[src/rtl/arb_pkg.sv]
// Shared types for the three-way data-memory port arbiter.
// Holds FSM states, requester id type and the round-robin step helper.
package arb_pkg;

    typedef enum logic [1:0] {
        IDLE,
        ACCESS,
        RESP
    } state_t;

    localparam int         NREQ     = 3;
    localparam logic [1:0] SEL_IDLE = 2'b11;

    typedef logic [1:0] req_id_t;

    // Next requester id in round-robin order, wrapping 2 -> 0.
    function automatic req_id_t rr_next(input req_id_t id);
        if (id == req_id_t'(NREQ - 1)) begin
            return req_id_t'(0);
        end
        return req_id_t'(id + 2'd1);
    endfunction

endpackage

[src/rtl/rr_pick.sv]
// Combinational round-robin picker over three requesters.
// Ports: req (per-requester level), ptr (highest-priority id);
//        valid (any request), id (winner, searched ptr upward mod 3).
module rr_pick
    import arb_pkg::*;
(
    input  logic [NREQ-1:0] req,
    input  req_id_t         ptr,
    output logic            valid,
    output req_id_t         id
);

    req_id_t c0;
    req_id_t c1;
    req_id_t c2;

    always_comb begin
        c0    = ptr;
        c1    = rr_next(c0);
        c2    = rr_next(c1);
        valid = |req;
        id    = '0;
        if (req[c0]) begin
            id = c0;
        end else if (req[c1]) begin
            id = c1;
        end else if (req[c2]) begin
            id = c2;
        end
    end

endmodule

[src/rtl/mem_port_arbiter.sv]
// Shares one single-port data memory between fetch (0), load/store (1)
// and video/DMA (2), one access at a time, over a fixed memory latency.
// Ports: clk, rst (sync, active-high); req/we/addr/wdata per requester;
//        gnt (owner during ACCESS), done (1-cycle completion pulse),
//        rdata (registered read data), sel (mux select, 11 = idle),
//        mem_addr/mem_wdata/mem_we/mem_rdata to the RAM, busy.
module mem_port_arbiter
    import arb_pkg::*;
#(
    parameter int ADDR_W  = 18,
    parameter int DATA_W  = 24,
    parameter int MEM_LAT = 2
) (
    input  logic                   clk,
    input  logic                   rst,
    input  logic [NREQ-1:0]        req,
    input  logic [NREQ-1:0]        we,
    input  logic [NREQ*ADDR_W-1:0] addr,
    input  logic [NREQ*DATA_W-1:0] wdata,
    output logic [NREQ-1:0]        gnt,
    output logic [NREQ-1:0]        done,
    output logic [DATA_W-1:0]      rdata,
    output logic [1:0]             sel,
    output logic [ADDR_W-1:0]      mem_addr,
    output logic [DATA_W-1:0]      mem_wdata,
    output logic                   mem_we,
    input  logic [DATA_W-1:0]      mem_rdata,
    output logic                   busy
);

    localparam int CNT_W = (MEM_LAT > 1) ? $clog2(MEM_LAT) : 1;
    localparam logic [CNT_W-1:0] CNT_INIT = CNT_W'(MEM_LAT - 1);

    state_t           state;
    state_t           state_nx;
    req_id_t          ptr;
    req_id_t          owner;
    logic             owner_we;
    logic [CNT_W-1:0] cnt;
    logic             pick_valid;
    req_id_t          pick_id;

    rr_pick u_pick (
        .req   (req),
        .ptr   (ptr),
        .valid (pick_valid),
        .id    (pick_id)
    );

    always_comb begin
        state_nx = state;
        unique case (state)
            IDLE:    if (pick_valid) state_nx = ACCESS;
            ACCESS:  if (cnt == '0) state_nx = RESP;
            RESP:    state_nx = IDLE;
            default: state_nx = IDLE;
        endcase
    end

    // A reset mid-access simply drops the owner; no done is produced.
    always_ff @(posedge clk) begin
        if (rst) begin
            state    <= IDLE;
            ptr      <= '0;
            owner    <= '0;
            owner_we <= 1'b0;
            cnt      <= '0;
            rdata    <= '0;
        end else begin
            state <= state_nx;
            unique case (state)
                IDLE: begin
                    if (pick_valid) begin
                        owner    <= pick_id;
                        owner_we <= we[pick_id];
                        cnt      <= CNT_INIT;
                    end
                end
                ACCESS: begin
                    if (cnt != '0) begin
                        cnt <= cnt - 1'b1;
                    end else if (!owner_we) begin
                        rdata <= mem_rdata;
                    end
                end
                RESP: begin
                    ptr <= rr_next(owner);
                end
                default: ;
            endcase
        end
    end

    // The RAM-side mux is driven straight from owner so the address
    // tracks the owner's live inputs throughout ACCESS.
    always_comb begin
        gnt       = '0;
        done      = '0;
        sel       = SEL_IDLE;
        mem_addr  = '0;
        mem_wdata = '0;
        mem_we    = 1'b0;
        busy      = 1'b0;
        unique case (state)
            ACCESS: begin
                gnt[owner] = 1'b1;
                sel        = owner;
                mem_addr   = addr[int'(owner)*ADDR_W +: ADDR_W];
                mem_wdata  = wdata[int'(owner)*DATA_W +: DATA_W];
                // cnt still holds its load value only on the first cycle.
                mem_we     = owner_we && (cnt == CNT_INIT);
                busy       = 1'b1;
            end
            RESP: begin
                done[owner] = 1'b1;
                busy        = 1'b1;
            end
            default: ;
        endcase
    end

endmodule
[config.mk]
export PLATFORM = sky130hd
export DESIGN_NAME = mem_port_arbiter
export DESIGN_NICKNAME = d
export VERILOG_FILES = /design/src/rtl/arb_pkg.sv /design/src/rtl/rr_pick.sv /design/src/rtl/mem_port_arbiter.sv
export SDC_FILE = /design/constraint.sdc
export NUM_CORES = 1
export LEC_CHECK = 0
export CORE_ASPECT_RATIO = 1.2
export CORE_UTILIZATION = 29
export DETAILED_ROUTE_END_ITERATION = 7
export GPL_ROUTABILITY_DRIVEN = 0
export PLACE_DENSITY = 0.78
export SLEW_MARGIN = 40
export SYNTH_ARGS = -nofsm -noshare
export SYNTH_HDL_FRONTEND = slang
export SYNTH_HIERARCHICAL = 1
export SYNTH_SLANG_ARGS = --single-unit
[constraint.sdc]
create_clock -name clk -period 1.55 [get_ports clk]
set_input_delay 0.155 -clock clk [delete_from_list [all_inputs] [get_ports clk]]
set_output_delay 0.155 -clock clk [all_outputs]
set_load 0.03 [all_outputs]
---- Yosys cells after proc, flatten, opt, wreduce, memory -nomap -nowiden ----
Cells that the tools add are included.
cells by class
  muxes and demuxes ....................... 37
  order comparisons ....................... 6
  multipliers ............................. 2
  equality and inequality tests ........... 7
  $add $sub $neg .......................... 4
  shift operators ......................... 2
  bitwise operators ....................... 2
  reductions and logical operators ........ 10
operator list
  cell                                                                          number
  72-bit by 8-bit indexed part select with 24-bit output                        1
  54-bit by 8-bit indexed part select with 18-bit output                        1
  2-bit two-way mux                                                             12
  24-bit two-way mux                                                            1
  18-bit two-way mux                                                            1
  2-bit by 3-bit less-than comparator with 1-bit output, second input constant  5
  1-bit two-way mux                                                             14
  1-bit binary-select mux with 2-bit select                                     4
  2-bit equality test, second input constant                                    4
  2-bit by 1-bit adder with 2-bit output, second input constant                 3
  2-bit by 4-bit multiplier with 6-bit output, second input constant            1
  3-bit two-way mux                                                             2
  2-bit AND reduction                                                           3
  2-bit by 2-bit multiplier with 4-bit output, second input constant            1
  2-bit != test, second input constant                                          2
  2-bit case mux with 2 select lines                                            1
  3-bit AND reduction                                                           1
  3-bit OR reduction                                                            1
  1-bit demux with 2-bit select                                                 1
  2-bit by 1-bit equality test with 1-bit output, second input constant         1
  2-bit by 1-bit >= comparator with 1-bit output, second input constant         1
  1-bit logical AND                                                             2
  2-bit logical NOT                                                             1
  1-bit NOT                                                                     2
  other kinds (4)                                                               4
storage, ports and cells
  register bits ........................... 32
  output and inout port bits .............. 76
  input port bits ......................... 158
  word-level logic and storage cells ...... 76

---- Depth between registers and ports, before layout ----
  depth after elaboration ................. 13
  gate-level depth with buffers ........... 7
  gate-level depth less buffers ........... 6

---- Cells and area by module ----
The synthesis kept the hierarchy.
by module, submodules not included
  module            area an instance (µm²)  instances  sequential area each (µm²)  cells an instance
  mem_port_arbiter  2660.1                  1          640.6                       350
  rr_pick           51.3                    1          0.0                         9

---- Worst setup path before layout ----
No wires, ideal clock.
  path kind ............................... reg-to-output
  start point ............................. register state[1]
  end point ............................... output port mem_addr[13]
  required time ........................... 1395 ps
  buffers on the path ..................... 2
  arrival ................................. 1789 ps
  path slack .............................. -394 ps
  cell stages (with the launch flop) ...... 6
  cells stage by stage .................... dfxtp_1 -> inv_1 -> ha_1 -> clkbuf_1 -> clkbuf_1 -> a21boi_0
on the way
  longest elaborated chain between the ends .. 2
RTL lines
  element                                         RTL line                 source
  start: declaration                              mem_port_arbiter.sv:34   state_t state;
  start signal: assignment                        mem_port_arbiter.sv:70   state <= state_nx;
  2-bit by 1-bit equality test with 1-bit output  mem_port_arbiter.sv:104  unique case (state)
  18-bit two-way mux                              mem_port_arbiter.sv:104
  end: declaration                                mem_port_arbiter.sv:24   output logic [ADDR_W-1:0] mem_addr,
No other way between the ends.

---- Worst setup path in the final report ----
  start point ............................. register owner[0]
  end point ............................... output port mem_wdata[4]
on the way
  longest elaborated chain between the ends .. 3
RTL lines
  element                                                 RTL line                 source
  start: declaration                                      mem_port_arbiter.sv:37   req_id_t owner;
  start signal: assignment                                mem_port_arbiter.sv:74   owner <= pick_id;
  2-bit by 2-bit multiplier with 4-bit output             mem_port_arbiter.sv:109  mem_wdata = wdata[int'(owner)*DATA_W +: DATA_W];
  72-bit by 8-bit indexed part select with 24-bit output  mem_port_arbiter.sv:109
  24-bit two-way mux                                      mem_port_arbiter.sv:104
  end: declaration                                        mem_port_arbiter.sv:25   output logic [DATA_W-1:0] mem_wdata,
No other way between the ends.

==> results <==
## layout make-up
| cell class | count | area [sq um] |
|---|---|---|
| timing repair buffer | 274 | 2925 |
| fill | 715 | 2912 |
| multi-input combinational | 295 | 2320 |
| sequential | 32 | 646.9 |
| tap | 120 | 150.1 |
| clock buffer | 5 | 68.82 |
| clock inverter | 3 | 42.54 |
| inverter | 3 | 13.76 |
| antenna | 1 | 2.502 |
## synth_stat cells (all sizes together)
cell,count,share of area (%)
nand2b,3,0.69
inv,3,0.42
nor2b,5,1.2
mux2i,43,16
o21a,1,0.28
nor3b,3,1.2
nand3,2,0.37
or2,42,9.7
clkbuf,13,1.8
nor2,5,0.69
nand2,94,13
a21boi,42,12
buf,16,6.3
a211oi,1,0.28
and2,3,0.74
ha,5,2.3
a21oi,32,5.9
mux2,1,0.42
dfxtp,32,24
and3b,2,0.69
nand3b,3,0.83
or3,1,0.23
or3b,1,0.32
and3,2,0.51
o21ai,4,0.74
## stage by stage
step	worst slack [ps]	area (sq um)
5_1_grt	-309.2	6170
4_1_cts	-233.2	6016
2_1_floorplan	-215.0	3033
6_report	-253.4	6170
3_3_place_gp	-89.88	5474
3_5_place_dp	-113.1	5474
## power breakdown
part | internal (W) | leakage [nW] | switching [W]
Sequential | 0.000932 | 0.262 | 0.0000890
Clock | 0.000475 | 0.0541 | 0.000322
Combinational | 0.00182 | 2.01 | 0.00159
Total | 0.00323 | 2.32 | 0.00200
## path summary, 6_finish.rpt
kind / end / slack [ps] / cells after the start
hold reg to reg: rdata[10] / 460 / 2
setup / recovery: mem_wdata[4] / -250 / 7
hold / removal: rdata[10] / 410 / 3
setup reg to reg: state[1] / 110 / 5
## flip-flops by register name, indices dropped and copies added, names as in the netlist
register	count
rdata	24
owner	2
ptr	2
state	2
cnt	1
owner_we	1
## what timing repair did
| action | in CTS | in global routing |
|---|---|---|
| buffers inserted | 15 | 4 |
| pin swaps | 12 | 26 |
| gates cloned | 3 | 3 |
| resized for setup | 85 | 42 |
| endpoints found under the setup margin | 51 | 53 |
## layer usage
layer | share of wire [%] | wire length, um | GRT usage [%] | up-vias
met5 | 0.10 | 13 | 0 | -
met4 | 3.6 | 454 | 9.793 | 2
met3 | 8.4 | 1063 | 7.486 | 32
met2 | 52 | 6583 | 45.20 | 167
met1 | 36 | 4536 | 25.42 | 1652
li1 | - | - | - | 1697
## worst reg2reg max path: cells and delay by family (launching register included)
family	cells	cell delay [ps]
flip-flops	1	360
AO/OA/AOI/OAI	2	330
adder cells (fa/ha/maj)	1	280
AND/OR/NAND/NOR	1	280
buffers and inverters	1	120
## logic make-up (layout without fill, tap and decap cells)
kind of cell             count (synthesis)  count (layout)
AO/OA/AOI/OAI                           80              80
adder cells (fa/ha/maj)                  5               5
buffers and inverters                   32             285
flip-flops                              32              32
multiplexers                            44              44
other                                    0               1
AND/OR/NAND/NOR                        166             166
==> impl_metrics.yaml <==
status:
  status: "finished, violations left"
  violations: "negative setup slack"
sta:
  slew_headroom_pct: 76.74
  rsz0062_at_grt: "yes"
  finalHoldViolations: 0
  slew_viol_final: 0
  worst_slack_ps: -253.4
  skew_ps: 5.542
  holdWs_ps: 405.8
  timing.setup.tns_ps: -8194
  clock.fmax_mhz: 554.5
  setup_viol: 46
  tightest_slew_ps: 347.8
  fin_crit_ps: 1803
  min_period_over_period_pct: 116.3
grt:
  overflow: 0
  grt_pass1_wl_um: 18600
  grt_pass1_vias: 3683
  grt_max_degree: 33
  grt_usage_pct: 24.28
  grt_antenna_before_repair: 2
logic_synthesis:
  synth_seq_cells: 32
  synth_cell_types: 36
  synth_fa_ha_area_share_pct: 2.307
  synthSimpleGateAreaFrac_pct: 30.46
  ys_seq_area_share_pct: 23.63
  synth_area_sq_um: 2711
  synth_xor_area_share_pct: 0
  syn_inst: 359
  yosysWarnings: 6
  synth_compound_area_share_pct: 18.83
  synth_area_per_cell_sq_um: 7.553
  synth.mux.area_fraction_pct: 16.29
  syn-num-nets: 522
  synth_top_family_by_area: "simple AND/OR/NAND/NOR gates"
worst_setup_path:
  cp.arrival_ps: 1650
  endpoint_kind: "output port"
  crit_start: "owner[0]"
  critPathSlowestCell: "dfxtp_4"
  cp_max_fo: 8
  r2r_start: "state[0]"
  crit_chain: "buf_12, nor2b_4, buf_6, clkbuf_16, nand2_2, a21boi_4, buf_6"
  cp_slowest_stage_delay_ps: 370
  path_buf_inv: 4
  critical_path_class: "flop to output port"
  crit_path_frequent_cell: "buf_6"
  required_ps: 1390
  start_kind: "flop"
  cp_top_family: "buffers and inverters"
floorplanning:
  dieArea_sq_um: 9741
  floorplan.initialDensity_pct: 29.86
  coreArea_sq_um: 9081
  die_y_um: 107.9
  rows: 38
  die_w_um: 90.27
  boundaryPins: 234
clocking:
  h-tree-depth: 2
  cts_tree: "built"
  ctsRootBufferMaster: "clkbuf_8"
  insertion_delay_ps: 290
  clk_pin_slew_ps: 70
  cts_sinks: 32
  clk_path_buf_depth: 2
  cts_buffers: 5
  cts-hold-fix-buffers: 0
placed_design:
  placedCellCount: 703
  io_buffers: 233
  dp_hpwl_um: 9363
min_path:
  hold_start: "mem_rdata[10]"
  hp-class: "primary input to flop"
final_layout:
  layout_commonest_cell: "clkdlybuf4s50_1"
  final_util_pct: 67.94
  most-common-layout-cells: "181 x clkdlybuf4s50_1, 70 x nand2_1, 52 x buf_6"
  nets: 774
  area_growth_syn_to_layout_pct: 127.5
  drive_gt1_share_pct: 33.33
  final_cells: 733
detailed_routing:
  vias_per_cell: 4.843
  drtPass1Iterations: 4
  drc: 0
  drtIter0Drc: 84
  antenna_left: 0
  routed-via-count: 3550
  wl_um: 12650
  post_drt_wl_per_cell_um: 17.26
pwr:
  ir_drop_uv: 656.2
  power.leakage_nw: 2.321
  finalPower_w: 0.005229
  power.density_nw_per_um2: 847.6
flow_run:
  maxCapViolations: 0
(Power assumes the default switching activity.)
